--- src/rtl/pending_encoder.sv ---
// Sticky 8-line pending set encoded to one 3-bit index per valid/ready transfer.
// Optional macro PENDING_ENCODER_ROUND_ROBIN_EN selects round-robin instead of lowest-index priority.
module pending_encoder #(
  parameter int N = 8,
  parameter int W = 3
) (
  input  logic         clk,
  input  logic         rst_n,
  input  logic [N-1:0] req,
  input  logic [N-1:0] enable,
  output logic         out_valid,
  input  logic         out_ready,
  output logic [W-1:0] out_idx,
  output logic [N-1:0] out_onehot,
  output logic         any_pending,
  output logic         ovf,
  input  logic         clr_ovf,
  output logic         dbg_state
);

  // Handshake: a transfer happens on every rising edge where out_valid and
  // out_ready are both high; out_idx is held stable while out_valid waits.
  typedef enum logic {IDLE = 1'b0, HOLD = 1'b1} state_t;

  state_t       state;
  logic [N-1:0] pending;
  logic         hs;
  logic [N-1:0] clr;
  logic [N-1:0] cand;
  logic         sel_found;
  logic [W-1:0] sel_idx;

  assign hs = out_valid & out_ready;

  always_comb begin
    clr = '0;
    if (hs) clr[out_idx] = 1'b1;
  end

  // The bit being accepted this cycle is never reselected, even if req re-arms it.
  assign cand = pending & enable & ~clr;

`ifdef PENDING_ENCODER_ROUND_ROBIN_EN
  logic [W-1:0] last;
  logic [W-1:0] base;
  logic [W-1:0] probe;

  // Search begins just past the most recent grant, counting this cycle's one.
  assign base = hs ? out_idx : last;

  always_comb begin
    sel_found = 1'b0;
    sel_idx   = '0;
    probe     = '0;
    for (int i = 0; i < N; i++) begin
      probe = W'((int'(base) + 1 + i) % N);
      if (!sel_found && cand[probe]) begin
        sel_found = 1'b1;
        sel_idx   = probe;
      end
    end
  end

  always_ff @(posedge clk) begin
    if (!rst_n) last <= W'(N - 1);
    else if (hs) last <= out_idx;
  end
`else
  always_comb begin
    sel_found = |cand;
    sel_idx   = '0;
    for (int i = N - 1; i >= 0; i--) begin
      if (cand[i]) sel_idx = W'(i);
    end
  end
`endif

  always_ff @(posedge clk) begin
    if (!rst_n) begin
      state     <= IDLE;
      pending   <= '0;
      out_valid <= 1'b0;
      out_idx   <= '0;
      ovf       <= 1'b0;
    end else begin
      pending <= (pending & ~clr) | req;
      if (|(req & pending & ~clr)) ovf <= 1'b1;
      else if (clr_ovf)            ovf <= 1'b0;
      case (state)
        IDLE: begin
          if (sel_found) begin
            out_idx   <= sel_idx;
            out_valid <= 1'b1;
            state     <= HOLD;
          end
        end
        HOLD: begin
          if (hs) begin
            if (sel_found) begin
              out_idx <= sel_idx;
            end else begin
              out_valid <= 1'b0;
              state     <= IDLE;
            end
          end
        end
        default: begin
          out_valid <= 1'b0;
          state     <= IDLE;
        end
      endcase
    end
  end

  always_comb begin
    out_onehot = '0;
    if (out_valid) out_onehot[out_idx] = 1'b1;
  end

  assign any_pending = |pending;
  assign dbg_state   = (state == HOLD);

endmodule

--- config.mk ---
export PLATFORM = sky130hd
export DESIGN_NAME = pending_encoder
export DESIGN_NICKNAME = d
export VERILOG_FILES = /design/src/rtl/pending_encoder.sv
export SDC_FILE = /design/constraint.sdc
export NUM_CORES = 1
export LEC_CHECK = 0
export BUFFER_PORTS_ARGS = -buffer_cell sky130_fd_sc_hd__buf_2
export CAP_MARGIN = 25
export CORE_UTILIZATION = 53
export CTS_BUF_LIST = sky130_fd_sc_hd__clkbuf_4 sky130_fd_sc_hd__clkbuf_8
export DETAILED_ROUTE_END_ITERATION = 10
export PLACE_DENSITY = 0.95
export SLEW_MARGIN = 20
export SYNTH_ARGS = -nofsm -noshare
export SYNTH_HDL_FRONTEND = slang
export SYNTH_SLANG_ARGS = --single-unit
--- constraint.sdc ---
create_clock -name clk -period 3.1 [get_ports clk]
set_input_delay 0.31 -clock clk [delete_from_list [all_inputs] [get_ports clk]]
set_output_delay 0.31 -clock clk [all_outputs]
set_load 0.01 [all_outputs]
# Yosys cells after proc, flatten, opt, wreduce, memory -nomap -nowiden
# Cells that the tools add are included.
# op_classes
bitwise,9
order_cmp,2
n_reduce_logical,6
eq_ne,3
muxes,24
# op_table
op,count
bitwise AND 8 bit,5
two-way mux 3 bit,10
OR reduction 8 bit,3
two-way mux 8 bit,2
two-way mux 1 bit,8
inverter 8 bit,1
bitwise OR 8 bit,1
case mux 3 bit (2 select lines),1
"< comparator 3 x 4 -> 1 bit, second input constant",1
"!= test 2 bit, second input constant",2
case mux 1 bit (2 select lines),2
demux 1 bit (select 3 bit),1
"greater-or-equal comparator 3 x 1 -> 1 bit, second input constant",1
AND reduction 3 bit,1
"!= test 2 x 1 -> 1 bit, second input constant",1
nonzero test 2 bit,1
bitwise AND 1 bit,1
logical AND 1 bit,1
inverter 1 bit,1
# totals
register_bits,14
word_cells,49

# Logic depth before layout (Yosys ltp)
# Gate-level depths: netlist of run 1.
# logic_depth
ltp_word,18
ltp_mapped,6
ltp_nobuf,5

# Worst setup path before layout of run 1
# No wires, ideal clock.
# synth_timing
path_kind,reg-to-reg
from,register out_valid
to,register out_valid
t_required_ns,2.981
arrival_ns,1.766
period_less_slack_ns,1.884
path_stages_with_launch,6
path_buffers,0
path_slack_ns,1.216
cell_sequence,dfxtp_1 > nand3_2 > o31a_4 > a2111oi_4 > nand2_2 > o221a_1
# synth_via
elab_chain_len,7
word_cells_on_any_way,9
classes_between,eq/ne (3); mux (1); bitwise (3); reduce/logical (2)
# synth_rtl
item,line_no,rtl
"start, declared",11,"output logic out_valid,"
"start signal, assigned",82,out_valid <= 1'b0;
"start signal, assigned",93,out_valid <= 1'b1;
"start signal, assigned",102,out_valid <= 1'b0;
bitwise AND 1 bit *,33,assign hs = out_valid & out_ready;
two-way mux 8 bit,37,if (hs) clr[out_idx] = 1'b1;
inverter 8 bit,41,assign cand = pending & enable & ~clr;
bitwise AND 8 bit,41,
OR reduction 8 bit,70,sel_found = |cand;
!= test 2 bit (no line),n/a,
AND reduction 3 bit (no line) *,n/a,
# Mark *: on every way between the ends. The rest lies on a longest branch, timed or not.
# A chain may end at the register's enable or synchronous reset.

# Worst setup path after layout of run 1
# layout_timing
from,register out_idx[0]
to,register out_idx[1]
# layout_via
elab_chain_len,18
word_cells_on_any_way,20
classes_between,order compare (2); mux (14); bitwise (2); reduce/logical (2)
# layout_rtl
item,line_no,rtl
"start, declared",13,"output logic [W-1:0] out_idx,"
"start signal, assigned",92,out_idx <= sel_idx;
"start signal, assigned",100,out_idx <= sel_idx;
< comparator 3 x 4 -> 1 bit (implied by the code) or greater-or-equal comparator 3 x 1 -> 1 bit (tied branches),37,
logical AND 1 bit (implied by the code),37,
two-way mux 1 bit (implied by the code),37,
demux 1 bit (select 3 bit) *,37,
two-way mux 8 bit *,37,
inverter 8 bit *,41,
bitwise AND 8 bit *,41,
two-way mux 3 bit (8 in a row),73,if (cand[i]) sel_idx = W'(i);
two-way mux 3 bit *,"91, 99",
two-way mux 3 bit,98,if (hs) begin
case mux 3 bit (2 select lines) *,89,case (state)
# Mark *: on every way between the ends. The rest lies on a longest branch, timed or not. The select of a mux whose other input is x is not followed.

==> results of run 1 <==
final timing paths:
kind	startpoint	to
worst max-delay path	out_idx[0]	out_idx[1]
worst max register to register	out_idx[0]	out_idx[1]
worst min register to register	dbg_state	out_valid
worst min-delay path	req[3]	pending[3]
flip-flops by register name (all words and copies together) (netlist names):
signal and flops:
out_valid 1, pending 8, out_idx 3, dbg_state 1, ovf 1
area by class of cell:
cell class	instances	area, um^2	area share [%]
clock buffer	4	36.28	3.400
inverter	1	3.754	0.3517
multi-input combinational	74	556.8	52.17
sequential	14	280.3	26.26
tap	16	20.02	1.876
timing repair buffer	34	170.2	15.94
cell usage in the layout, fill, tap and decap left out:
master	synthesis	final
nand3_2	1	1
nor3_1	2	2
o211ai_1	2	2
nor4b_4	1	1
o21bai_1	1	1
o31a_1	1	1
o31a_4	1	1
nor4_1	2	2
a2111oi_4	1	1
o311a_1	1	1
and2_1	1	1
nand2b_1	3	3
nand2_1	8	8
a222oi_1	1	1
a21boi_1	1	1
a311oi_1	1	1
a22oi_1	1	1
buf_2	1	34
o41ai_1	1	1
o221a_2	1	1
nand4_1	1	1
a211oi_1	1	1
a41oi_1	1	1
o211a_1	4	4
o211a_2	1	1
o221a_1	2	2
o21a_1	16	16
nand3b_2	1	1
nand2_2	1	1
clkbuf_8	0	1
o21ai_0	1	1
clkbuf_4	0	3
nor2_1	8	8
inv_1	1	1
a21oi_1	3	3
and3_1	1	1
dfxtp_1	14	14
or2b_1	1	1
a21o_2	1	1
metrics by stage:
step,setup WS [ns],util [%]
final,0.9248,70.85
after floorplan,1.216,-
after CTS,1.018,70.85
after global placement,1.085,68.44
after detailed placement,1.050,68.44
after global routing,0.8203,70.85
power by group through the flow:
stage / combinational [mW] / sequential (mW) / clock, mW
2_1_floorplan: 0.0927 / 0.218 / 0
3_3_place_gp: 0.127 / 0.223 / 0
3_5_place_dp: 0.132 / 0.224 / 0
4_1_cts: 0.133 / 0.220 / 0.136
5_1_grt: 0.146 / 0.225 / 0.146
6_report: 0.135 / 0.221 / 0.136
layer usage:
| metal | vias up | part of all wire [%] |
|---|---|---|
| met2 | 68 | 48 |
| li1 | 432 | - |
| met1 | 425 | 40 |
| met5 | - | 0 |
| met4 | 0 | 3.9 |
| met3 | 13 | 8.0 |
worst reg2reg max path: cells and delay by family, from the launching register on:
family | cells | cell delay (ns)
compound gates | 3 | 0.82
simple gates | 2 | 0.69
flops | 1 | 0.55
cells by family (layout without fill, tap and decap cells):
family / Yosys count / count (layout)
compound gates: 43 / 43
flops: 14 / 14
buf+inv: 4 / 39
simple gates: 31 / 31
==> out/metrics.yaml, run 1 <==
status: "finished, final reports clean"
powerDensity_nw_per_um2: 461.0
drive_gt1_share_pct: 37.01
syn-mean-instance-area_um2: 9.316
r2r_setup_slack_ns: 0.92
initialDrtViolationCount: 40
cp_num_buf_inv: 0
synthXorXnorAreaFrac_pct: 0
die_w_um: 42.22
power_switching_mw: 0.1608
met3_usage_pct: 6.034
finalSetupViolations: 0
cts_resized: 0
cp_top_family: "compound AO/OA/AOI/OAI gates"
port_buffers: 34
grt_antenna_before_repair: 0
relSlewSlack_pct: 70.86
grt.busiest_layer: "met2"
cp_data_arrival_time_ns: 2.36
clockBufferDepth: 2
wirelength_mm: 2.355
viasPerCell: 6.559
cp_slowest_stage_delay_ns: 0.55
synth_cell_types: 39
area_growth_pct: 24.53
max_freq_mhz: 459.7
cp_data_required_time_ns: 3.29
path_cells: "nand2_1 -> o211ai_1 -> nor4b_4 -> a21oi_1 -> o221a_1"
hold_viol: 0
cp_slowest_cell: "dfxtp_1"
seqPwrFrac_pct: 45.0
fin_crit_sh_pct: 70.17
pwr-share-comb_pct: 27.3
grt_max_degree: 17
ys_seq_area_share_pct: 32.70
worstSetupPathType: "register to register"
synthAdderAreaFrac_pct: 0
rsz0062_at_grt: "no"
path_clk_slew_ns: 0.09
synth_top_family_by_area: "compound AO/OA/AOI/OAI gates"
holdWs_ns: 0.2366
cp_max_fo: 11
p_clk_share_pct: 27.7
fin_skew_ns: 0.01039
dieArea_um2: 1782
p_leak_nw: 0.4904
worst_pin_slew_ns: 0.4361
dp_hpwl_mm: 1.762
layoutNonFillerInstCount: 143
synth_top_cell_by_area: "dfxtp_1"
route.detailed.drc: 0
grt_pass1_vias: 879
maxCapViolations: 0
path_depth: 5
fin_crit_ns: 2.175
p_int_mw: 0.3313
place.gp.congestion: 0.8524
vias: 938
synth_compound_area_share_pct: 44.09
htreeDepth: 1
syn_area_um2: 857.1
yosysMostFrequentCell: "o21a_1"
core-area_um2: 1506
yosys-top-cells-area: "dfxtp_1 (33%), o21a_1 (14%), o211a_1 (4.7%)"
netSwitchingFraction_pct: 32.67
worst_setup_path_end_kind: "register"
holdPathStages: 2
yosysWarnings: 0
ant_nets: 0
cts_tree: "built"
placed_cell_area_um2: 1031
tns_ns: 0
slew_violations: 0
yosys_most_used_dff: "dfxtp_1"
fill_cells: 125
worst_setup_path_start_kind: "register"
synth_mux_area_share_pct: 0
synth-edff-count: 0
async_flop_share_pct: 0
clock-root-buffer: "clkbuf_4"
rows: 14
cts_sinks: 14
syn-num-nets: 112
wire_per_inst_um: 16.47
synthCells: 92
grt_first_pass_wirelength_mm: 3.864
synth-seq-cells: 14
firstDrtPassIters: 4
ir_drop_uv: 367.4
synth.top_cells.by_count: "o21a_1 (16), dfxtp_1 (14), nand2_1 (8), nor2_1 (8), o211a_1 (4)"
total_power_mw: 0.4920
netlist.area_leader.share_pct: 32.70
initial_core_util_pct: 56.89
cts_setup_buffers: 0
grt.overflow.total: 0
r2r_cells: 5
design_area_um2: 1067
die_y_um: 42.22
placed_cells: 139
track_usage_pct: 28.92
grtUsageMet1_pct: 33.51
cts_buffers: 3
synth-simple-area-share_pct: 20.88
io_pins: 35
hp-class: "input port to register"
diodes: 0
clock_latency_ns: 0.29
ctsHoldBuffers: 0
use_met2_pct: 49.54
nets: 148
Power figures use the tool's default switching activity.
==> run 2: changes to the inputs <==
--- a/config.mk
+++ b/config.mk
@@ -7,10 +7,10 @@
 export LEC_CHECK = 0
 export BUFFER_PORTS_ARGS = -buffer_cell sky130_fd_sc_hd__buf_2
 export CAP_MARGIN = 25
-export CORE_UTILIZATION = 53
+export CORE_UTILIZATION = 44
 export CTS_BUF_LIST = sky130_fd_sc_hd__clkbuf_4 sky130_fd_sc_hd__clkbuf_8
 export DETAILED_ROUTE_END_ITERATION = 10
-export PLACE_DENSITY = 0.95
+export PLACE_DENSITY = 0.85
 export SLEW_MARGIN = 20
 export SYNTH_ARGS = -nofsm -noshare
 export SYNTH_HDL_FRONTEND = slang
==> constraint.sdc (replaced) <==
create_clock -name clk -period 1.89 [get_ports clk]
set_input_delay 0.189 -clock clk [delete_from_list [all_inputs] [get_ports clk]]
set_output_delay 0.189 -clock clk [all_outputs]
set_load 0.01 [all_outputs]
==> run 2 against run 1 <==
Sequential power increased by 63%. Setup slack got worse by 0.87 ns. Critical path depth increased by 1. Combinational power increased by 110%. Core utilization decreased by 1.7 points. First-iteration DRC count decreased by 33%. Clock-buffer cell count unchanged. Clock power increased by 64%. Hold slack got worse by 0.11 ns. Highest routed layer unchanged.
==> out/metrics.yaml, run 2 (synthesized netlist as in run 1, its figures left out) <==
top_regs: "pending (8), out_idx (3)"
final_cell_mix: "buf_2 (34), o21a_1 (16), buf_4 (12), dfxtp_1 (10)"
worstSetupPathType: "register to register"
fin_crit_sh_pct: 96.96  # +27 points
initialDrtViolationCount: 27  # -33%
cts_buffers: 3  # unchanged
worst_pin_slew_ns: 0.4830  # +0.04689 ns
track_usage_pct: 25.69  # -3.2 points
hold_viol: 0  # unchanged
grt_max_degree: 17  # unchanged
initial_core_util_pct: 48.07  # -8.8 points
rsz0062_at_grt: "no"
holdWs_ns: 0.1223  # -0.1143 ns
clock-root-buffer: "clkbuf_4"
largest_register_ffs: 8  # unchanged
grt_pass1_vias: 854  # -2.8%
placed_cell_area_um2: 1140  # +11%
rr_startpoint: "out_idx[0]"
cts_setup_buffers: 0  # unchanged
dieArea_um2: 2128  # +19%
cts_sinks: 14  # unchanged
regMostFlops: "pending"
die_w_um: 46.14  # +9.3%
grt_first_pass_wirelength_mm: 3.850  # -0.36%
tns_ns: 0  # unchanged
cp_max_fo: 5  # -6
hp-class: "input port to register"
ctsHoldBuffers: 0  # unchanged
path_clk_slew_ns: 0.09  # about the same
wirelength_mm: 2.605  # +11%
wire_per_inst_um: 15.79  # -4.1%
ir_drop_uv: 457.5  # +25%
cp_data_arrival_time_ns: 2.06  # -0.30 ns
status: "finished, final reports clean"
clock_latency_ns: 0.28  # about the same
io_pins: 35  # unchanged
nets: 161  # +8.8%
finalSetupViolations: 0  # unchanged
core-area_um2: 1783  # +18%
worst_setup_path_start_kind: "register"
worst_setup_path_end_kind: "register"
design_area_um2: 1234  # +16%
powerDensity_nw_per_um2: 706.7  # +53%
relSlewSlack_pct: 67.73  # -3.1 points
diodes: 0  # unchanged
fin_skew_ns: 0.003282  # -0.007104 ns
pre_cts_ws_ns: 0.04457  # -1.005 ns
layoutNonFillerInstCount: 165  # +15%
htreeDepth: 1  # unchanged
hp-start: "req[5]"
viasPerCell: 5.867  # -11%
worst_slack_ns: 0.05749  # -0.8673 ns
firstDrtPassIters: 4  # unchanged
max_freq_mhz: 545.7  # +19%
vias: 968  # +3.2%
clockBufferDepth: 2  # unchanged
grt_antenna_before_repair: 0  # unchanged
dp_hpwl_mm: 1.981  # +12%
ant_nets: 0  # unchanged
drive_gt1_share_pct: 47.86  # +11 points
slew_violations: 0  # unchanged
fin_crit_ns: 1.833  # -0.3427 ns
port_buffers: 34  # unchanged
final_common_cell: "buf_2"
route.detailed.drc: 0  # unchanged
maxCapViolations: 0  # unchanged
cts_tree: "built"
die_y_um: 46.14  # +9.3%
grt.overflow.total: 0  # unchanged
p_leak_nw: 0.5726  # +17%
area_growth_pct: 43.94
place.gp.congestion: 0.8565  # +0.48%
startpoint: "out_idx[0]"
rows: 15  # +1
placed_cells: 161  # +16%
cts_resized: 0  # unchanged
cp_data_required_time_ns: 2.12  # -1.17 ns
==> run 2: cell types whose count changed in the layout (fill, tap and decap cells not counted), sizes merged <==
cell	delta
buf	+13
==> run 2: routing by layer <==
metal  GRT usage [%]  vias to the layer above  part of all wire [%]
met5               0                        -                     0
met4           8.824                        0                   1.2
met3           3.529                        4                   6.1
met2           44.51                       48                    49
met1           32.22                      453                    43
li1                -                      463                     -
==> run 2: per-stage QoR <==
stage | power, mW | util, %
4_1_cts | 0.8437 | 65.96
3_5_place_dp | 0.6271 | 63.93
6_report | 0.8718 | 69.19
5_1_grt | 0.9122 | 69.19
2_1_floorplan | 0.5094 | -
3_3_place_gp | 0.6159 | 63.93
==> run 2: area by class of cell <==
| type | count | area, um^2 |
|---|---|---|
| fill | 144 | 549.3 |
| multi-input combinational | 74 | 603.1 |
| sequential | 14 | 287.8 |
| clock buffer | 4 | 36.28 |
| timing repair buffer | 47 | 271.5 |
| tap | 25 | 31.28 |
| inverter | 1 | 3.754 |
==> run 2: power by group <==
part	internal [mW]	total [mW]	switching (mW)
clock	0.117	0.223	0.106
sequential	0.326	0.360	0.0346
combinational	0.145	0.289	0.144
==> run 2: path summary, 6_finish.rpt <==
| path | end | slack, ns | cells after the start |
|---|---|---|---|
| worst min-delay path | pending[5] | 0.12 | 2 |
| worst min register to register | out_idx[2] | 0.59 | 1 |
| worst max-delay path | out_idx[1] | 0.06 | 6 |
| worst max register to register | out_idx[1] | 0.06 | 6 |
==> run 2: worst max-delay path: stages (launching register included) <==
cell	delay (ns)
dfxtp_2	0.37
buf_4	0.16
o31a_4	0.36
buf_4	0.15
a21o_2	0.21
a311oi_1	0.30
o221a_1	0.23
==> run 3: changes to the inputs <==
--- a/config.mk
+++ b/config.mk
@@ -5,12 +5,12 @@
 export SDC_FILE = /design/constraint.sdc
 export NUM_CORES = 1
 export LEC_CHECK = 0
-export BUFFER_PORTS_ARGS = -buffer_cell sky130_fd_sc_hd__buf_2
 export CAP_MARGIN = 25
-export CORE_UTILIZATION = 44
+export CORE_UTILIZATION = 58
 export CTS_BUF_LIST = sky130_fd_sc_hd__clkbuf_4 sky130_fd_sc_hd__clkbuf_8
 export DETAILED_ROUTE_END_ITERATION = 10
-export PLACE_DENSITY = 0.85
+export DONT_BUFFER_PORTS = 1
+export PLACE_DENSITY = 0.84
 export SLEW_MARGIN = 20
 export SYNTH_ARGS = -nofsm -noshare
 export SYNTH_HDL_FRONTEND = slang
==> run 3 against run 2 <==
Via count decreased by 5.3%. Cell area shrank 13%. First-iteration DRC count is 44% higher. Hold slack worse by 0.11 ns. Die area is 23% lower. Total power is 3.3% lower. Setup slack lost 0.038 ns. Global-route usage is 7.0 points higher. Sequential power increased by 1%.
==> out/metrics.yaml, run 3 (synthesized netlist as in run 1, its figures left out) <==
status: "finished, final reports clean"
wire_per_inst_um: 21.07  # +33%
worst_setup_path_end_kind: "register"
worst_setup_path_start_kind: "register"
finalSetupViolations: 0  # unchanged
place.gp.congestion: 0.8896  # +3.9%
fin_skew_ns: 0.01133  # +0.008046 ns
pre_cts_ws_ns: 0.005956  # -0.03861 ns
ant_nets: 0  # unchanged
port_buffers: 0  # -100%
cp_data_required_time_ns: 2.07  # -0.05 ns
io_pins: 35  # unchanged
vias: 917  # -5.3%
r2r_setup_slack_ns: 0.02  # -0.04 ns
cts_tree: "built"
clock-root-buffer: "clkbuf_4"
cts_buffers: 3  # unchanged
cp_slowest_stage_delay_ns: 0.39  # +0.02 ns
grt_max_degree: 17  # unchanged
startpoint: "out_valid"
rows: 13  # -2
grt_pass1_vias: 728  # -15%
slew_violations: 0  # unchanged
design_area_um2: 1077  # -13%
grt_antenna_before_repair: 0  # unchanged
regMostFlops: "pending"
cts_sinks: 14  # unchanged
crit_top_cell: "buf_4"
worstSetupPathType: "register to register"
final_util_pct: 80.77  # +12 points
initialDrtViolationCount: 39  # +44%
path_clk_slew_ns: 0.09  # about the same
placed_cell_area_um2: 964.7  # -15%
largest_register_ffs: 8  # unchanged
wirelength_mm: 2.676  # +2.7%
dieArea_um2: 1635  # -23%
htreeDepth: 1  # unchanged
clock_latency_ns: 0.30  # +0.02 ns
cp_slowest_cell: "dfxtp_4"
worst_pin_slew_ns: 0.4907  # +0.007624 ns
r2r_cells: 7  # +1
crit_path_end: "out_idx[2]"
final_cell_mix: "buf_4 (17), o21a_1 (16), dfxtp_1 (10), nor2_1 (8), nand2_1 (8)"
fin_crit_ns: 1.870  # +0.03775 ns
drive_gt1_share_pct: 32.14  # -16 points
nets: 133  # -17%
fin_crit_sh_pct: 98.96  # +2.0 points
rsz0062_at_grt: "no"
area_growth_pct: 25.69
r2r_end: "out_idx[2]"
track_usage_pct: 32.65  # +7.0 points
worst_slack_ns: 0.01974  # -0.03775 ns
final_common_cell: "buf_4"
max_freq_mhz: 534.7  # -2.0%
holdPathStages: 1  # -1
rr_startpoint: "out_valid"
p_leak_nw: 0.4403  # -23%
ir_drop_uv: 442.9  # -3.2%
firstDrtPassIters: 4  # unchanged
route.detailed.drc: 0  # unchanged
viasPerCell: 7.220  # +23%
die_w_um: 40.44  # -12%
hp-class: "input port to register"
relSlewSlack_pct: 67.22  # -0.51 points
die_y_um: 40.44  # -12%
maxCapViolations: 0  # unchanged
hold_viol: 0  # unchanged
core-area_um2: 1334  # -25%
grt.overflow.total: 0  # unchanged
powerDensity_nw_per_um2: 782.6  # +11%
dp_hpwl_mm: 1.767  # -11%
cp_data_arrival_time_ns: 2.05  # about the same
cp_max_fo: 6  # +1
path_cells: "nand3_4 -> buf_4 -> o211a_4 -> a2111oi_4 -> buf_4 -> nor2_1 -> o221a_2"
diodes: 0  # unchanged
top_regs: "pending (8), out_idx (3)"
clockBufferDepth: 2  # unchanged
initial_core_util_pct: 64.26  # +16 points
tns_ns: 0  # unchanged
grt_first_pass_wirelength_mm: 3.332  # -13%
## run 3: where the power goes
group          leakage, nW  switching (mW)  internal [mW]
Sequential           0.119          0.0388          0.326
Clock               0.0210           0.107          0.118
Combinational        0.301           0.125          0.129
Total                0.440           0.271          0.572
## run 3: worst min-delay path by stage
stage,startpoint,endpoint
6_report,req[6],pending[6]
5_1_grt,req[4],pending[4]
4_1_cts,rst_n,pending[4]
3_5_place_dp,rst_n,dbg_state
3_3_place_gp,rst_n,pending[2]
2_1_floorplan,req[1],pending[1]
## run 3: per-layer routing
metal / vias up / wire length (um) / GRT usage [%]
li1: 404 / - / -
met1: 437 / 1025 / 38.38
met2: 68 / 1263 / 53.57
met3: 8 / 339 / 10.00
met4: 0 / 48 / 15.00
met5: - / 0 / 0
## run 3: metrics by stage
step                hold WS [ns]  total power [mW]  cells
detailed placement        0.3099            0.5812    118
CTS                     0.006045            0.8151    125
global route           -0.001464            0.8784    127
floorplan                 0.3128            0.5094     92
finish                  0.007761            0.8430    127
global placement          0.3087            0.5717    118
## run 3: final cells by class
class / count / area, um^2
multi-input combinational: 74 / 583.1
sequential: 14 / 287.8
fill: 85 / 256.5
timing repair buffer: 19 / 147.6
clock buffer: 4 / 36.28
tap: 15 / 18.77
inverter: 1 / 3.754
## run 3: critical path: cells and delay by family, from the launching register on
kind	cells	cell delay, ns
AND/OR/NAND/NOR	2	0.17
flip-flops	1	0.39
AO/OA/AOI/OAI	3	0.83
buffers and inverters	2	0.38
## run 3: repair_timing
action	in CTS	in global routing
setup buffers	3	0
gates resized for setup	2	7
hold endpoints to repair	0	4
endpoints found under the setup margin	2	4
pin swaps	2	0
hold buffers	0	2
